<file path="config.mk">
export PLATFORM = sky130hd
export DESIGN_NAME = spad_stream_ctrl_flat
export DESIGN_NICKNAME = d
export VERILOG_FILES = /design/src/rtl/spad_stream_ctrl_if.sv /design/src/rtl/spad_stream_ctrl.sv /design/src/flat_wrapper.sv
export SDC_FILE = /design/constraint.sdc
export NUM_CORES = 1
export LEC_CHECK = 0
export ABC_AREA = 1
export ABC_CLOCK_PERIOD_IN_PS = 4100
export CELL_PAD_IN_SITES_DETAIL_PLACEMENT = 0
export CELL_PAD_IN_SITES_GLOBAL_PLACEMENT = 1
export CORE_MARGIN = 8
export CORE_UTILIZATION = 31
export DETAILED_ROUTE_END_ITERATION = 7
export PLACE_DENSITY = 0.84
export SYNTH_ARGS = -nofsm -noshare
export SYNTH_HDL_FRONTEND = slang
export SYNTH_SLANG_ARGS = --single-unit
</file>
<file path="constraint.sdc">
create_clock -name clk -period 4.1 [get_ports clk]
set_input_delay 0.82 -clock clk [delete_from_list [all_inputs] [get_ports clk]]
set_output_delay 0.82 -clock clk [all_outputs]
set_load 0.01 [all_outputs]
</file>
<file path="src/rtl/spad_stream_ctrl_if.sv">
// Control, upstream/downstream stream and scratchpad signals of spad_stream_ctrl.
// SPAD_REUSE_EN adds the reuse count input and the pass_last output.
interface spad_stream_ctrl_if #(
    parameter int DATA_BITWIDTH = 8,
    parameter int ADDR_BITWIDTH = 4
) ();
    logic                     start;
    logic [ADDR_BITWIDTH:0]   len;
    logic                     busy;
    logic                     done;
    logic                     s_valid;
    logic                     s_ready;
    logic [DATA_BITWIDTH-1:0] s_data;
    logic                     m_valid;
    logic                     m_ready;
    logic [DATA_BITWIDTH-1:0] m_data;
    logic                     rf_en;
    logic                     rf_we;
    logic [DATA_BITWIDTH-1:0] rf_din;
    logic [ADDR_BITWIDTH-1:0] rf_wr_addr;
    logic [ADDR_BITWIDTH-1:0] rf_rd_addr;
    logic [DATA_BITWIDTH-1:0] rf_dout;
`ifdef SPAD_REUSE_EN
    logic [7:0]               reuse;
    logic                     pass_last;
`endif

    modport master (
        input  start, len, s_valid, s_data, m_ready, rf_dout,
`ifdef SPAD_REUSE_EN
        input  reuse,
        output pass_last,
`endif
        output busy, done, s_ready, m_valid, m_data,
        output rf_en, rf_we, rf_din, rf_wr_addr, rf_rd_addr
    );

    modport slave (
        output start, len, s_valid, s_data, m_ready, rf_dout,
`ifdef SPAD_REUSE_EN
        output reuse,
        input  pass_last,
`endif
        input  busy, done, s_ready, m_valid, m_data,
        input  rf_en, rf_we, rf_din, rf_wr_addr, rf_rd_addr
    );
endinterface

</file>
<file path="src/rtl/spad_stream_ctrl.sv">
// Scratchpad fill/drain controller: writes a block from the upstream stream, then replays it downstream.
// Optional SPAD_REUSE_EN: replays the block max(reuse,1) times before done.
//
// state | meaning
// IDLE  | waiting for start with a non-zero len
// FILL  | accepting upstream words into addresses 0..len_q-1
// DRAIN | reading addresses 0..len_q-1 out to the downstream stream
module spad_stream_ctrl #(
    parameter int DATA_BITWIDTH = 8,
    parameter int ADDR_BITWIDTH = 4
) (
    input  logic               clk,
    input  logic               rstN,
    spad_stream_ctrl_if.master bus
);
    localparam int CW = ADDR_BITWIDTH + 1;
    localparam logic [CW-1:0] DEPTH = CW'(1) << ADDR_BITWIDTH;

    typedef enum logic [1:0] {IDLE, FILL, DRAIN} state_t;

    state_t        state_q, state_d;
    logic [CW-1:0] wcnt_q, wcnt_d;
    logic [CW-1:0] rcnt_q, rcnt_d;
    logic [CW-1:0] len_q, len_d;
    logic          done_q, done_d;
    logic [CW-1:0] len_clamp;
    logic          last_rd;
`ifdef SPAD_REUSE_EN
    logic [7:0]    passes_m1_q, passes_m1_d;
    logic [7:0]    pass_q, pass_d;
    logic          final_pass;

    assign final_pass    = (pass_q == passes_m1_q);
    assign bus.pass_last = (state_q == DRAIN) && final_pass;
`endif

    assign len_clamp = (bus.len > DEPTH) ? DEPTH : bus.len;
    assign last_rd   = (rcnt_q == len_q - CW'(1));

    assign bus.busy       = (state_q != IDLE);
    assign bus.done       = done_q;
    assign bus.s_ready    = (state_q == FILL);
    assign bus.rf_we      = (state_q == FILL) && bus.s_valid;
    assign bus.rf_din     = (state_q == FILL) ? bus.s_data : '0;
    assign bus.rf_wr_addr = (state_q == FILL) ? wcnt_q[ADDR_BITWIDTH-1:0] : '0;
    assign bus.rf_en      = (state_q == DRAIN);
    assign bus.m_valid    = (state_q == DRAIN);
    assign bus.m_data     = (state_q == DRAIN) ? bus.rf_dout : '0;
    assign bus.rf_rd_addr = (state_q == DRAIN) ? rcnt_q[ADDR_BITWIDTH-1:0] : '0;

    always_ff @(posedge clk or negedge rstN) begin
        if (!rstN) begin
            state_q     <= IDLE;
            wcnt_q      <= '0;
            rcnt_q      <= '0;
            len_q       <= '0;
            done_q      <= 1'b0;
`ifdef SPAD_REUSE_EN
            passes_m1_q <= '0;
            pass_q      <= '0;
`endif
        end else begin
            state_q     <= state_d;
            wcnt_q      <= wcnt_d;
            rcnt_q      <= rcnt_d;
            len_q       <= len_d;
            done_q      <= done_d;
`ifdef SPAD_REUSE_EN
            passes_m1_q <= passes_m1_d;
            pass_q      <= pass_d;
`endif
        end
    end

    always_comb begin
        state_d     = state_q;
        wcnt_d      = wcnt_q;
        rcnt_d      = rcnt_q;
        len_d       = len_q;
        done_d      = 1'b0;
`ifdef SPAD_REUSE_EN
        passes_m1_d = passes_m1_q;
        pass_d      = pass_q;
`endif
        case (state_q)
            IDLE: begin
                // A zero-length start is dropped so no empty block ever reports done.
                if (bus.start && (bus.len != '0)) begin
                    len_d   = len_clamp;
                    wcnt_d  = '0;
                    state_d = FILL;
`ifdef SPAD_REUSE_EN
                    passes_m1_d = (bus.reuse == 8'd0) ? 8'd0 : bus.reuse - 8'd1;
                    pass_d      = '0;
`endif
                end
            end
            FILL: begin
                if (bus.s_valid) begin
                    wcnt_d = wcnt_q + CW'(1);
                    if (wcnt_q == len_q - CW'(1)) begin
                        rcnt_d  = '0;
                        state_d = DRAIN;
                    end
                end
            end
            DRAIN: begin
                if (bus.m_ready) begin
                    if (last_rd) begin
`ifdef SPAD_REUSE_EN
                        if (!final_pass) begin
                            rcnt_d = '0;
                            pass_d = pass_q + 8'd1;
                        end else
`endif
                        begin
                            state_d = IDLE;
                            done_d  = 1'b1;
                        end
                    end else begin
                        rcnt_d = rcnt_q + CW'(1);
                    end
                end
            end
            default: state_d = IDLE;
        endcase
    end
endmodule

</file>
<file path="src/flat_wrapper.sv">
// flat-port wrapper written by rule: the top's interface ports become plain ports
module spad_stream_ctrl_flat 
#(
    parameter int DATA_BITWIDTH = 8,
    parameter int ADDR_BITWIDTH = 4
)
  (clk, rstN, bus_start, bus_len, bus_s_valid, bus_s_data, bus_m_ready, bus_rf_dout, bus_busy, bus_done, bus_s_ready, bus_m_valid, bus_m_data, bus_rf_en, bus_rf_we, bus_rf_din, bus_rf_wr_addr, bus_rf_rd_addr);
  spad_stream_ctrl_if #(.DATA_BITWIDTH(DATA_BITWIDTH), .ADDR_BITWIDTH(ADDR_BITWIDTH)) bus_i ();
  input  logic clk;
  input  logic rstN;
  input wire logic [$bits(bus_i.start)-1:0] bus_start;
  input wire logic [$bits(bus_i.len)-1:0] bus_len;
  input wire logic [$bits(bus_i.s_valid)-1:0] bus_s_valid;
  input wire logic [$bits(bus_i.s_data)-1:0] bus_s_data;
  input wire logic [$bits(bus_i.m_ready)-1:0] bus_m_ready;
  input wire logic [$bits(bus_i.rf_dout)-1:0] bus_rf_dout;
  output wire logic [$bits(bus_i.busy)-1:0] bus_busy;
  output wire logic [$bits(bus_i.done)-1:0] bus_done;
  output wire logic [$bits(bus_i.s_ready)-1:0] bus_s_ready;
  output wire logic [$bits(bus_i.m_valid)-1:0] bus_m_valid;
  output wire logic [$bits(bus_i.m_data)-1:0] bus_m_data;
  output wire logic [$bits(bus_i.rf_en)-1:0] bus_rf_en;
  output wire logic [$bits(bus_i.rf_we)-1:0] bus_rf_we;
  output wire logic [$bits(bus_i.rf_din)-1:0] bus_rf_din;
  output wire logic [$bits(bus_i.rf_wr_addr)-1:0] bus_rf_wr_addr;
  output wire logic [$bits(bus_i.rf_rd_addr)-1:0] bus_rf_rd_addr;
  assign bus_i.start = bus_start;
  assign bus_i.len = bus_len;
  assign bus_i.s_valid = bus_s_valid;
  assign bus_i.s_data = bus_s_data;
  assign bus_i.m_ready = bus_m_ready;
  assign bus_i.rf_dout = bus_rf_dout;
  assign bus_busy = bus_i.busy;
  assign bus_done = bus_i.done;
  assign bus_s_ready = bus_i.s_ready;
  assign bus_m_valid = bus_i.m_valid;
  assign bus_m_data = bus_i.m_data;
  assign bus_rf_en = bus_i.rf_en;
  assign bus_rf_we = bus_i.rf_we;
  assign bus_rf_din = bus_i.rf_din;
  assign bus_rf_wr_addr = bus_i.rf_wr_addr;
  assign bus_rf_rd_addr = bus_i.rf_rd_addr;
  spad_stream_ctrl #(.DATA_BITWIDTH(DATA_BITWIDTH), .ADDR_BITWIDTH(ADDR_BITWIDTH)) u_core (.clk(clk), .rstN(rstN), .bus(bus_i));
endmodule
</file>
==> results of run 1 <==
==> logic make-up (layout without fill, tap and decap cells) <==
family / count (synthesis) / after routing / share of synthesized area [%]
buffers and inverters: 47 / 102 / 13.08
DFF: 18 / 18 / 32.70
xor gates and xnor gates: 5 / 5 / 3.179
adders and majority gates: 3 / 3 / 2.725
and+or+nand+nor: 132 / 132 / 44.32
AOI/OAI and AO/OA: 11 / 11 / 3.996
==> how the worst max path moves through the flow <==
stage	from	end	slack, ns	cells after the start
final	bus_s_valid	bus_rf_we	1.19	4
after global routing	bus_s_valid	bus_rf_we	1.13	4
after CTS	bus_s_valid	bus_rf_we	1.19	4
after detailed placement	bus_s_valid	bus_rf_we	1.19	4
after global placement	bus_s_valid	bus_rf_we	1.23	4
after floorplan	u_core.state_q[1]	bus_m_data[0]	2.03	5
==> layout by cell type, fill, tap and decap left out <==
cell and count:
sky130_fd_sc_hd__a21oi_1 1, sky130_fd_sc_hd__nand2_1 42, sky130_fd_sc_hd__o21ai_0 10, sky130_fd_sc_hd__nand3_4 1, sky130_fd_sc_hd__nand3_1 30, sky130_fd_sc_hd__nor3_1 3, sky130_fd_sc_hd__nor2_1 42, sky130_fd_sc_hd__xnor2_1 1
sky130_fd_sc_hd__clkbuf_8 3, sky130_fd_sc_hd__ha_1 3, sky130_fd_sc_hd__inv_2 2, sky130_fd_sc_hd__xor2_1 4, sky130_fd_sc_hd__nor2_4 3, sky130_fd_sc_hd__nor2_2 2, sky130_fd_sc_hd__dfrtp_1 18, sky130_fd_sc_hd__clkdlybuf4s50_1 55
sky130_fd_sc_hd__nand2_2 6, sky130_fd_sc_hd__nor4_1 1, sky130_fd_sc_hd__nand2_4 2, sky130_fd_sc_hd__inv_1 42
==> flip-flops by register name, summed over array words and instances (netlist names) <==
| name | count |
|---|---|
| u_core.len_q | 5 |
| u_core.rcnt_q | 5 |
| u_core.wcnt_q | 5 |
| u_core.state_q | 2 |
| u_core.bus.done | 1 |
==> through the flow <==
step	hold WS (ns)	total power, W	std cells	utilization, %	setup slack, ns
after floorplan	0.4963	0.0007299	216	-	2.026
after global placement	0.5343	0.0009661	320	45.75	1.227
after detailed placement	0.5448	0.0009671	320	45.75	1.193
after CTS	0.5619	0.001093	323	46.70	1.190
after global routing	0.6364	0.001194	323	46.70	1.134
final	0.5605	0.001080	323	46.70	1.194
==> area by class of cell <==
class	count	share of cell area [%]
timing repair buffer	55	27.26
clock buffer	3	2.045
multi-input combinational	151	36.99
inverter	44	8.178
tap	52	3.222
sequential	18	22.30
==> worst max-delay path, cell delays in order <==
cell and delay [ns]:
sky130_fd_sc_hd__clkdlybuf4s50_1 0.49, sky130_fd_sc_hd__nand2_1 0.13, sky130_fd_sc_hd__inv_1 0.11, sky130_fd_sc_hd__clkdlybuf4s50_1 0.54
==> power by group through the flow <==
stage	Clock [W]	Sequential, W	Combinational (W)
floorplan	0	0.000272	0.000458
global placement	0	0.000284	0.000682
detailed placement	0	0.000285	0.000682
CTS	0.000126	0.000282	0.000685
global route	0.000134	0.000289	0.000771
finish	0.000123	0.000281	0.000675
==> per-layer routing <==
metal | up-vias | global-route usage (%)
met5 | - | 0
met4 | 0 | 2.586
met3 | 4 | 3.355
met2 | 29 | 18.96
met1 | 604 | 14.89
li1 | 769 | -
==> out/metrics.cfg, run 1 <==
[clock_tree]
worstSkewPairLatency_ns=0.25
clock_tree.htree_level_count=1
cts.repair_timing.setup_buffer_count=0
post_cts_resize_count=0
cts_root_buf=sky130_fd_sc_hd__clkbuf_8
tritoncts=yes
tritoncts.num_buffers=3
cts.reportedPaths.clkPinSlew_ns=0.07
numClockSinks=18
clk_path_buf_depth=2
cts-hold-fix-buffers=0

[yosys]
synth-async-reset-ratio_pct=100.0
yosys-top-cells-count=sky130_fd_sc_hd__inv_1, sky130_fd_sc_hd__nand2_1, sky130_fd_sc_hd__nor2_1, sky130_fd_sc_hd__nand3_1, sky130_fd_sc_hd__dfrtp_1
largest_area_contributor_in_the_netlist=sky130_fd_sc_hd__dfrtp_1
syn-mean-instance-area_um2=6.378
synth_area_leaders=sky130_fd_sc_hd__dfrtp_1, sky130_fd_sc_hd__inv_1, sky130_fd_sc_hd__nand2_1
number_of_synthesized_flops_with_an_enable_pin=0
yosysWarnings=0
postSynthNetCount=245
synth_area_um2=1378
synthesis.instances=216
synth.top_cell.area_share_pct=32.70
synthDistinctLibCells=20
synth-seq-area-share_pct=32.70
flop_and_latch_count_out_of_synthesis=18
synth-main-ff-cell=sky130_fd_sc_hd__dfrtp_1

[route]
route.detailed.drc=0
route.final.wire_length_um=3669
vias_per_cell=4.353
drtAntennaViolNets=0
route.met3.wl_um=241
met2_wirelength_um=1732
drtIter0Drc=41
routed_wire_length_per_instance_um=11.36
dr.max_layer_used=met4
detail_route.first_pass.iterations=4
vias=1406
wirelength_met1_um=1666

[final_layout]
fillers=461
fin_area_um2=2019
antenna_cells_inserted=0
nNetsFinal=302
area_delta_synth_final_pct=46.59
ff_latch_area_um2=450.4
post_route_cells_drive_above_1_share_pct=7.011
combined_area_of_the_multi_input_logic_cells_um2=747.0

[floorplan]
initial_utilization_pct=31.86
core_um2=4324
fp.dieH_um=82.66
fp.dieArea_um2=6833
num_io_pins=56
floorplan.die.width_um=82.66
placement_rows=24

[run_status]
status=complete, no violations

[setup_path]
timing.critical_path.from_type=input pin
critical_path_arrival_ns=2.09
reg2regPathDepth=13
cp_capture_type=output pin
worstPathRequired_ns=3.28
r2r_setup_slack_ns=2.26
crit-reg2reg-capture=u_core.rcnt_q[3]
timing.critical_path.fanout_max=5
crit-reg2reg-launch=u_core.len_q[0]
worst-setup-path-type=input pin to output pin

[worst_hold_path]
worst_hold_startpoint=u_core.len_q[4]
worst_min_path_class=flop to flop
whs_path_depth=2
hold_path_end=u_core.len_q[4]

[power_and_ir_drop]
total_switching_power_w=0.0004973
leakagePower_nw=0.9979
switching_share_pct=46.06
p_per_area_nw_per_um2=534.7
power.share.combinational_pct=62.6
power.share.sequential_pct=26.1
vdd_ir_drop_max_mv=0.2133
power.clock.fraction_pct=11.4
internal-power_w=0.0005824

[grt]
grt_start_max_net_pins=19
grt_antenna_before_repair=0
overflow=0
grt_first_pass_wirelength_um=6389
track_usage_pct=11.66
first_global_vias=1394

[sta]
unrepaired_setup_endpoints_after_global_routing=false
fin_crit_sh_pct=70.88
fin_tns_setup_ns=0
finalCriticalPeriod_ns=2.906
relSlewSlack_pct=43.66
final_setup_vio_count=0
finalClockSkew_ns=0.002200
worstMarginPinSlew_ns=0.8424
hold_viol=0
finalMaxSlewViolations=0
max_clock_freq_mhz=344.1

[place]
globalplace.congestion=0.7658
place_hpwl_um=3049
port_buffers=55
placed_cell_area_um2=1978

[flow_run]
drv_cap=0

Note: power is estimated with default switching activity, not from simulation.
==> inputs of run 2 (changes only) <==
- ABC_CLOCK_PERIOD_IN_PS: 4100 -> 2800
- CORE_UTILIZATION: 31 -> 29
- PLACE_DENSITY: 0.84 -> 0.79
- clock period: 4.1 -> 2.8 ns (I/O delays scaled with it)
==> out/metrics.cfg, run 2 (same netlist as run 1, synthesis figures left out) <==
[run_status]
status=complete, no violations

[power_and_ir_drop]
power.share.combinational_pct=62.8
leakagePower_nw=1.003
switching_share_pct=46.22
vdd_ir_drop_max_mv=0.3009
internal-power_w=0.0008537
p_per_area_nw_per_um2=782.2
power.share.sequential_pct=25.9
total_switching_power_w=0.0007337
power.clock.fraction_pct=11.3

[setup_path]
timing.critical_path.fanout_max=13
worstPathRequired_ns=2.24
cp_capture_type=output pin
critical_path.max_stage_delay_ns=0.56
cp_num_buf_inv=2
worst-setup-path-type=flop to output pin
timing.critical_path.from_type=flop
critical_path_arrival_ns=1.87
crit_chain=nor2_4 -> inv_1 -> nor2_1 -> clkdlybuf4s50_1
timing.critical_path.max_delay_family=buffers and inverters
crit-reg2reg-launch=u_core.len_q[0]
standard_cell_with_the_maximum_stage_delay_on_the_critical_path=sky130_fd_sc_hd__clkdlybuf4s50_1
cp-startpoint=u_core.state_q[1]

[clock_tree]
clk_path_buf_depth=2
cts-hold-fix-buffers=0
worstSkewPairLatency_ns=0.25
cts.reportedPaths.clkPinSlew_ns=0.07
cts_root_buf=sky130_fd_sc_hd__clkbuf_8
clock_tree.htree_level_count=1
tritoncts=yes
tritoncts.num_buffers=3
cts.repair_timing.setup_buffer_count=0
post_cts_resize_count=0
numClockSinks=18

[route]
route.final.wire_length_um=3727
detail_route.first_pass.iterations=4
routed_wire_length_per_instance_um=11.43
route.detailed.drc=0
drtIter0Drc=49
drtAntennaViolNets=0
vias_per_cell=4.380
vias=1428

[sta]
final_setup_vio_count=0
fin_tns_setup_ns=0
unrepaired_setup_endpoints_after_global_routing=false
finalMaxSlewViolations=0
final.hold.worst_slack_ns=0.5607
relSlewSlack_pct=45.11
worstMarginPinSlew_ns=0.8208
finalClockSkew_ns=0.0007355
hold_viol=0
max_clock_freq_mhz=411.1
fin_crit_sh_pct=86.88
finalCriticalPeriod_ns=2.433

[place]
placed_cell_area_um2=1988
port_buffers=55
place_hpwl_um=3096
number_of_cells_after_detailed_placement=323
globalplace.congestion=0.8183

[final_layout]
final_cell_count_no_fill=326
area_delta_synth_final_pct=47.32
layout.core_utilization_pct=43.54
ff_latch_area_um2=450.4
fin_area_um2=2029
nNetsFinal=303
antenna_cells_inserted=0
post_route_cells_drive_above_1_share_pct=7.353
fillers=510
most_common_cell_after_layout_fill_and_taps_aside=sky130_fd_sc_hd__clkdlybuf4s50_1
combined_area_of_the_multi_input_logic_cells_um2=747.0
top_regs=u_core.len_q x5, u_core.rcnt_q x5, u_core.wcnt_q x5
most-common-layout-cells=sky130_fd_sc_hd__clkdlybuf4s50_1, sky130_fd_sc_hd__inv_1, sky130_fd_sc_hd__nor2_1, sky130_fd_sc_hd__nand2_1, sky130_fd_sc_hd__nand3_1

[worst_hold_path]
worst_min_path_class=flop to flop
worst_hold_startpoint=u_core.len_q[4]

[flow_run]
drv_cap=0

[grt]
overflow=0
grt_antenna_before_repair=0
grt_start_max_net_pins=19
grt_first_pass_wirelength_um=6451
first_global_vias=1410
track_usage_pct=10.81

[floorplan]
fp.dieH_um=84.92
placement_rows=25
core_um2=4661
initial_utilization_pct=29.56
fp.dieArea_um2=7211
num_io_pins=56
floorplan.die.width_um=84.92

==> run 2: changes by cell type in the layout (fill, tap and decap cells not counted) <==
cell | previous run | this run
sky130_fd_sc_hd__buf_4 | 0 | 1
==> run 2: routing by layer <==
layer	vias up	global-route usage [%]	share of wire [%]
li1	767	-	-
met1	634	12.91	46
met4	0	2.427	0.80
met2	25	18.47	48
met5	-	0	0
met3	2	3.282	5.7
==> run 2: power by group through the flow <==
stage,Sequential (W),Combinational (W),Clock (W)
after CTS,0.000411,0.00102,0.000189
after floorplan,0.000398,0.000671,0
final,0.000411,0.000998,0.000179
after global routing,0.000426,0.00113,0.000197
after global placement,0.000416,0.00100,0
after detailed placement,0.000416,0.00101,0
==> run 2: worst min-delay path, cell delays in order (launching register included) <==
cell	delay, ns
sky130_fd_sc_hd__dfrtp_1	0.39
sky130_fd_sc_hd__nand2_1	0.07
sky130_fd_sc_hd__o21ai_0	0.06
==> run 2: cell type report <==
cell class              count  area share (%)
clock buffers               3           2.035
well taps                  54           3.329
inverters                  44           8.138
multi-input cells         151           36.81
flip-flops and latches     18           22.19
repair buffers             56           27.50
==> run 2: final timing paths <==
kind	to	slack (ns)	cells after the start
max	bus_rf_din[6]	0.37	4
min	u_core.len_q[4]	0.56	2
max reg2reg	u_core.rcnt_q[3]	0.95	13
min reg2reg	u_core.len_q[4]	0.56	2
max in group asynchronous	u_core.len_q[3]	1.51	1
min in group asynchronous	u_core.rcnt_q[3]	0.78	1
==> run 2: per-stage QoR <==
step,setup WS [ns],total power (W)
after floorplan,0.9858,0.001069
after global placement,0.4408,0.001419
after detailed placement,0.4229,0.001430
after CTS,0.3267,0.001618
after global routing,0.1712,0.001755
final,0.3673,0.001587
==> inputs of run 3 (changes only) <==
- CAP_MARGIN: default -> 0
==> results of run 3 <==
Same layout as run 2: the final DEF is identical, and so are final timing and power.
